## config.mk

```make
export PLATFORM = sky130hd
export DESIGN_NAME = mem_arbiter
export DESIGN_NICKNAME = d
export VERILOG_FILES = /design/src/rtl/mem_arbiter.sv
export SDC_FILE = /design/constraint.sdc
export NUM_CORES = 1
export LEC_CHECK = 0
export CAP_MARGIN = 20
export CORE_MARGIN = 2
export CORE_UTILIZATION = 31
export CTS_CLUSTER_SIZE = 8
export DETAILED_ROUTE_END_ITERATION = 7
export PLACE_DENSITY = 0.62
export SYNTH_ARGS = -nofsm -noshare
export SYNTH_HDL_FRONTEND = slang
export SYNTH_SLANG_ARGS = --single-unit
```

## constraint.sdc

```tcl
create_clock -name clk -period 3 [get_ports clk]
set_clock_uncertainty 0.1 [all_clocks]
set_input_delay 0.6 -clock clk [delete_from_list [all_inputs] [get_ports clk]]
set_output_delay 0.6 -clock clk [all_outputs]
set_load 0.1 [all_outputs]
```

## src/rtl/mem_arbiter.sv

```systemverilog
// Single-port memory arbiter: ifetch vs load/store with registered responses and a low-memory dump engine.
// Define MEM_ARB_RR_EN for round-robin contention handling instead of data priority with starvation guard.
module mem_arbiter #(
  parameter int unsigned STARVE_LIMIT = 4,
  parameter int unsigned DUMP_WORDS   = 15,
  parameter int unsigned IDX_W        = 16
) (
  input  logic             clk,
  input  logic             rst_n,
  input  logic             i_req,
  input  logic [31:0]      i_addr,
  output logic             i_gnt,
  output logic             i_rvalid,
  output logic [31:0]      i_rdata,
  input  logic             d_req,
  input  logic             d_we,
  input  logic [2:0]       d_wtype,
  input  logic [31:0]      d_addr,
  input  logic [31:0]      d_wdata,
  output logic             d_gnt,
  output logic             d_rvalid,
  output logic [31:0]      d_rdata,
  input  logic             dump_start,
  output logic             dump_busy,
  output logic             dump_valid,
  output logic [IDX_W-1:0] dump_idx,
  output logic [31:0]      dump_data,
  output logic             dump_done,
  output logic             mem_we,
  output logic [2:0]       mem_wtype,
  output logic [31:0]      mem_addr,
  output logic [31:0]      mem_wdata,
  input  logic [31:0]      mem_rdata
);

  localparam int unsigned CNT_W = $clog2(STARVE_LIMIT + 1);
  localparam logic [CNT_W-1:0] STARVE_MAX = CNT_W'(STARVE_LIMIT);
  localparam logic [CNT_W-1:0] CNT_ONE    = CNT_W'(1);
  localparam logic [IDX_W-1:0] LAST_IDX   = IDX_W'(DUMP_WORDS - 1);
  localparam logic [IDX_W-1:0] IDX_ONE    = IDX_W'(1);

  typedef enum logic [0:0] {
    ARB  = 1'b0,
    DUMP = 1'b1
  } state_e;

  state_e            state_q, state_d;
  logic [CNT_W-1:0]  starve_q, starve_d;
  logic [IDX_W-1:0]  idx_q, idx_d;
  logic [31:0]       mem_addr_q, mem_addr_d;
  logic              i_gnt_s, d_gnt_s;
  logic              i_rvalid_q, i_rvalid_d;
  logic [31:0]       i_rdata_q, i_rdata_d;
  logic              d_rvalid_q, d_rvalid_d;
  logic [31:0]       d_rdata_q, d_rdata_d;
  logic              dump_valid_q, dump_valid_d;
  logic [IDX_W-1:0]  dump_idx_q, dump_idx_d;
  logic [31:0]       dump_data_q, dump_data_d;
  logic              dump_done_q, dump_done_d;
`ifdef MEM_ARB_RR_EN
  logic              last_i_q, last_i_d;
`endif

  // Arbitration, dump sequencing and memory address selection
  always_comb begin
    i_gnt_s    = 1'b0;
    d_gnt_s    = 1'b0;
    state_d    = state_q;
    idx_d      = idx_q;
    mem_addr_d = mem_addr_q;
`ifdef MEM_ARB_RR_EN
    last_i_d   = last_i_q;
`endif
    case (state_q)
      ARB: begin
        if (i_req && d_req) begin
`ifdef MEM_ARB_RR_EN
          // last_i_q resets high so the first contention goes to data
          if (last_i_q) begin
            d_gnt_s = 1'b1;
          end else begin
            i_gnt_s = 1'b1;
          end
          last_i_d = ~last_i_q;
`else
          if (starve_q == STARVE_MAX) begin
            i_gnt_s = 1'b1;
          end else begin
            d_gnt_s = 1'b1;
          end
`endif
        end else if (i_req) begin
          i_gnt_s = 1'b1;
        end else if (d_req) begin
          d_gnt_s = 1'b1;
        end else begin
          i_gnt_s = 1'b0;
          d_gnt_s = 1'b0;
        end
        if (i_gnt_s) begin
          mem_addr_d = i_addr;
        end else if (d_gnt_s) begin
          mem_addr_d = d_addr;
        end else begin
          mem_addr_d = mem_addr_q;
        end
        if (dump_start) begin
          state_d = DUMP;
        end else begin
          state_d = ARB;
        end
      end
      DUMP: begin
        mem_addr_d = 32'({idx_q, 2'b00});
        if (idx_q == LAST_IDX) begin
          state_d = ARB;
          idx_d   = '0;
        end else begin
          state_d = DUMP;
          idx_d   = idx_q + IDX_ONE;
        end
      end
      default: begin
        state_d = ARB;
        idx_d   = '0;
      end
    endcase
  end

  // Starvation counter: counts lost contention cycles of ifetch
  always_comb begin
    starve_d = starve_q;
`ifdef MEM_ARB_RR_EN
    starve_d = '0;
`else
    if (i_gnt_s || !i_req) begin
      starve_d = '0;
    end else if (state_q == ARB && d_req) begin
      if (starve_q == STARVE_MAX) begin
        starve_d = starve_q;
      end else begin
        starve_d = starve_q + CNT_ONE;
      end
    end else begin
      starve_d = starve_q;
    end
`endif
  end

  // Next values of registered responses and dump outputs
  always_comb begin
    i_rvalid_d   = i_gnt_s;
    d_rvalid_d   = d_gnt_s;
    i_rdata_d    = i_gnt_s ? mem_rdata : i_rdata_q;
    d_rdata_d    = d_gnt_s ? mem_rdata : d_rdata_q;
    dump_valid_d = 1'b0;
    dump_done_d  = 1'b0;
    dump_idx_d   = dump_idx_q;
    dump_data_d  = dump_data_q;
    if (state_q == DUMP) begin
      dump_valid_d = 1'b1;
      dump_done_d  = (idx_q == LAST_IDX);
      dump_idx_d   = idx_q;
      dump_data_d  = mem_rdata;
    end else begin
      dump_valid_d = 1'b0;
      dump_done_d  = 1'b0;
    end
  end

  // State and output registers
  always_ff @(posedge clk or negedge rst_n) begin
    if (!rst_n) begin
      state_q      <= ARB;
      starve_q     <= '0;
      idx_q        <= '0;
      mem_addr_q   <= 32'h0000_0000;
      i_rvalid_q   <= 1'b0;
      i_rdata_q    <= 32'h0000_0000;
      d_rvalid_q   <= 1'b0;
      d_rdata_q    <= 32'h0000_0000;
      dump_valid_q <= 1'b0;
      dump_idx_q   <= '0;
      dump_data_q  <= 32'h0000_0000;
      dump_done_q  <= 1'b0;
`ifdef MEM_ARB_RR_EN
      last_i_q     <= 1'b1;
`endif
    end else begin
      state_q      <= state_d;
      starve_q     <= starve_d;
      idx_q        <= idx_d;
      mem_addr_q   <= mem_addr_d;
      i_rvalid_q   <= i_rvalid_d;
      i_rdata_q    <= i_rdata_d;
      d_rvalid_q   <= d_rvalid_d;
      d_rdata_q    <= d_rdata_d;
      dump_valid_q <= dump_valid_d;
      dump_idx_q   <= dump_idx_d;
      dump_data_q  <= dump_data_d;
      dump_done_q  <= dump_done_d;
`ifdef MEM_ARB_RR_EN
      last_i_q     <= last_i_d;
`endif
    end
  end

  assign i_gnt      = i_gnt_s;
  assign d_gnt      = d_gnt_s;
  assign i_rvalid   = i_rvalid_q;
  assign i_rdata    = i_rdata_q;
  assign d_rvalid   = d_rvalid_q;
  assign d_rdata    = d_rdata_q;
  assign dump_busy  = (state_q == DUMP);
  assign dump_valid = dump_valid_q;
  assign dump_idx   = dump_idx_q;
  assign dump_data  = dump_data_q;
  assign dump_done  = dump_done_q;
  assign mem_we     = d_gnt_s & d_we;
  assign mem_wtype  = d_gnt_s ? d_wtype : 3'b000;
  assign mem_wdata  = d_gnt_s ? d_wdata : 32'h0000_0000;
  assign mem_addr   = mem_addr_d;

endmodule

```

==> impl_metrics.tcl <==
set metrics [dict create \
    result_of_the_run "finished, final reports clean" \
    drt-initial-drc-count 228 \
    unrepaired_setup_endpoints_after_global_routing "yes" \
    irDropWorstVdd_mv 0.8000 \
    clkTransAtPathRegs_ps 70 \
    powerDensity_nw_per_um2 1059 \
    final.setup.tns_ps 0 \
    hp-class "input pin to async pin" \
    final_layout_size_suffix_gt1_frac 0.4154 \
    initial_core_util 0.3127 \
    worst_hold_slack_ps 46.76 \
    fp.dieW_um 157.2 \
    reg2reg_depth 11 \
    max-cap-violations 0 \
    final.min_clock_period_ps 2962 \
    critical_path_arrival_ps 2260 \
    max_freq_mhz 337.7 \
    grt_start_max_net_pins 58 \
    cp_max_fo 16 \
    cp_common_cell "buf_12" \
    numPlacedInstances 1224 \
    asyncSetResetFlopFracSynth 1.000 \
    timing.critical_path.from "starve_q[0]" \
    finalMaxSlewViolations 0 \
    n_fill_cell 2029 \
    synth_enable_flop_cells 0 \
    syn_area_per_cell_um2 12.29 \
    p_leak_nw 5.643 \
    synthesized_instance_count 592 \
    remaining_drc_errors 0 \
    timing_hold_violations_final 0 \
    global_route.overflow_total 0 \
    place.gp.congestion 0.7288 \
    ys_dominant_reg_cell "dfrtp_1" \
    final_cells 1277 \
    clockRootBuffer "clkbuf_16" \
    synth-seq-area-share 0.5780 \
    layout_commonest_cell "dfrtp_1" \
    avgRoutedWirePerCell_um 17.38 \
    residual_antenna_violating_net_count_after_detailed_routing 0 \
    design.portCount 324 \
    first_global_vias 5856 \
    yosys_warn_count 0 \
    worstReg2RegStart "starve_q[0]" \
    num_vias 5888 \
    cts_max_path_buffers 2 \
    r2r_slack_ps 510 \
    grt_antenna_before_repair 1 \
    relSlewSlack 0.6268 \
    dr.pass1.iters 6 \
    coreArea_um2 23260 \
    post-route-cell-area_um2 12910 \
    worstSkewPairLatency_ps 420 \
    setup.worst_path.start_class "flip-flop" \
    cts_buffers 17 \
    finalWirelength_um 22190 \
    via_per_inst 4.611 \
    areaGrowthSynthToFinish_pct 77.45 \
    final_min_period_over_clock_period 0.9872 \
    fp.dieArea_um2 24700 \
    post_detailed_placement_cell_area_um2 12000 \
    antenna_cells_inserted 0 \
    grt_usage 0.1726 \
    layout.nets 1086 \
    critical-path-slowest-cell "dfrtp_1" \
    synth_cell_type_count 47 \
    die_height_um 157.2 \
    post_cts_hold_buffer_count 0 \
    layout_common_cells "dfrtp_1, buf_4, clkdlybuf4s50_1" \
    end_kind "output port" \
    worst-setup-path-type "flip-flop to output port" \
    clock-sinks 168 \
    grt_first_pass_wirelength_um 33100 \
    required_ps 2300 \
    cp_cell_sequence "inv_2 > ha_4 > nand3_2 > nand2_2 > buf_12 > nor2_4 > clkbuf_16 > buf_12 > and2_1 > buf_12" \
    critical-path-max-stage-delay_ps 400 \
    dp_hpwl_um 16040 \
    port_buffers 323 \
    critical_path.reg2reg.endpoint "d_rdata[18]" \
    synth.ff_latch_count 168 \
    syn-cell-area_um2 7273 \
    transition_time_at_the_pin_with_the_least_slew_margin_ps 559.8 \
    timing.final.setup_violations 0 \
    cts_tree "done" \
    mappedNetlistNets 733 \
    cts_max_level 4 \
    num_rows 56 \
]
-- timing repair --
item	4_1_cts	5_1_grt
setup endpoints to repair	15	62
resized for setup	2	35
cloned	0	2
pin swaps	5	9
buffers inserted	0	19
-- cells by family (layout without fill, tap and decap cells) --
family,count (synthesis),after routing,synth area share
AO/OA/AOI/OAI,74,74,0.07001
XOR/XNOR,11,11,0.01325
adder cells (fa/ha/maj),4,4,0.006881
buffers and inverters,57,423,0.03819
flip-flops,168,168,0.5780
multiplexers,114,114,0.1763
AND/OR/NAND/NOR,164,164,0.1173
-- per-stage QoR --
stage | utilization | setup WS [ps] | power, W
after global routing | 0.5548 | -53.24 | 0.01418
after global placement | 0.5159 | -10.34 | 0.01139
final | 0.5548 | 38.49 | 0.01367
after floorplan | - | -55.38 | 0.009296
after CTS | 0.5415 | 0.3848 | 0.01370
after detailed placement | 0.5159 | -41.05 | 0.01145
-- how the worst max path moves through the flow --
stage               depth (start not counted)            end
CTS                                         8   mem_addr[21]
floorplan                                   8   mem_addr[10]
finish                                     10  mem_wdata[20]
global route                               10  mem_wdata[14]
detailed placement                          7    mem_addr[8]
global placement                            7   mem_addr[12]
-- synthesized netlist by cell type, drive strengths merged (2+ instances only) --
cell	number	share of area
nand4	4	0.0043
nor3b	3	0.0031
nand2	40	0.022
xnor2	5	0.0060
o21ai	19	0.013
nand3	20	0.014
nor4	3	0.0046
o22ai	16	0.014
ha	4	0.0069
a21o	2	0.0021
nor3	4	0.0028
nor2b	2	0.0017
o31ai	16	0.017
inv	19	0.0098
and2	37	0.032
dfrtp	168	0.58
a21boi	2	0.0021
nand2b	2	0.0017
nor2	41	0.023
clkbuf	16	0.0083
xor2	6	0.0072
and3	2	0.0019
buf	22	0.020
a311oi	16	0.019
mux2	113	0.17
-- area by class of cell --
cell class	instances	area, µm²	area share
clock buffer	18	429.2	0.03325
clock inverter	14	162.7	0.01260
inverter	19	71.32	0.005526
multi-input combinational	367	3442	0.2667
sequential	168	4208	0.3260
tap	319	399.1	0.03093
timing repair buffer	372	4194	0.3250
-- routing by layer --
layer / part of all wire / global-route usage / up-vias
met4: 0.013 / 0.04805 / 2
met2: 0.48 / 0.2664 / 184
met1: 0.44 / 0.2361 / 2897
li1: - / - / 2784
met3: 0.068 / 0.05121 / 21
met5: 0.00059 / 0 / -
-- worst max-delay path, delay by kind of cell (launching register included) --
kind	cells	cell delay (ps)
adder cells (fa/ha/maj)	1	180
buffers and inverters	5	700
AND/OR/NAND/NOR	4	560
flip-flops	1	400
-- report_power, final --
part           switching (W)  internal (W)  leakage, nW
Sequential          0.000400       0.00294         2.13
Clock               0.000977       0.00125        0.288
Combinational        0.00610       0.00200         3.22
Total                0.00748       0.00620         5.64
-- state kept, by name, indices dropped and copies added, names as in the netlist --
| register | count |
|---|---|
| dump_done | 1 |
| d_rvalid | 1 |
| dump_busy | 1 |
| d_rdata | 32 |
| mem_addr_q | 32 |
| i_rvalid | 1 |
| dump_valid | 1 |
| dump_idx | 16 |
| dump_data | 32 |
| idx_q | 16 |
| i_rdata | 32 |
| starve_q | 3 |
Note: power is estimated with default switching activity, not from simulation.
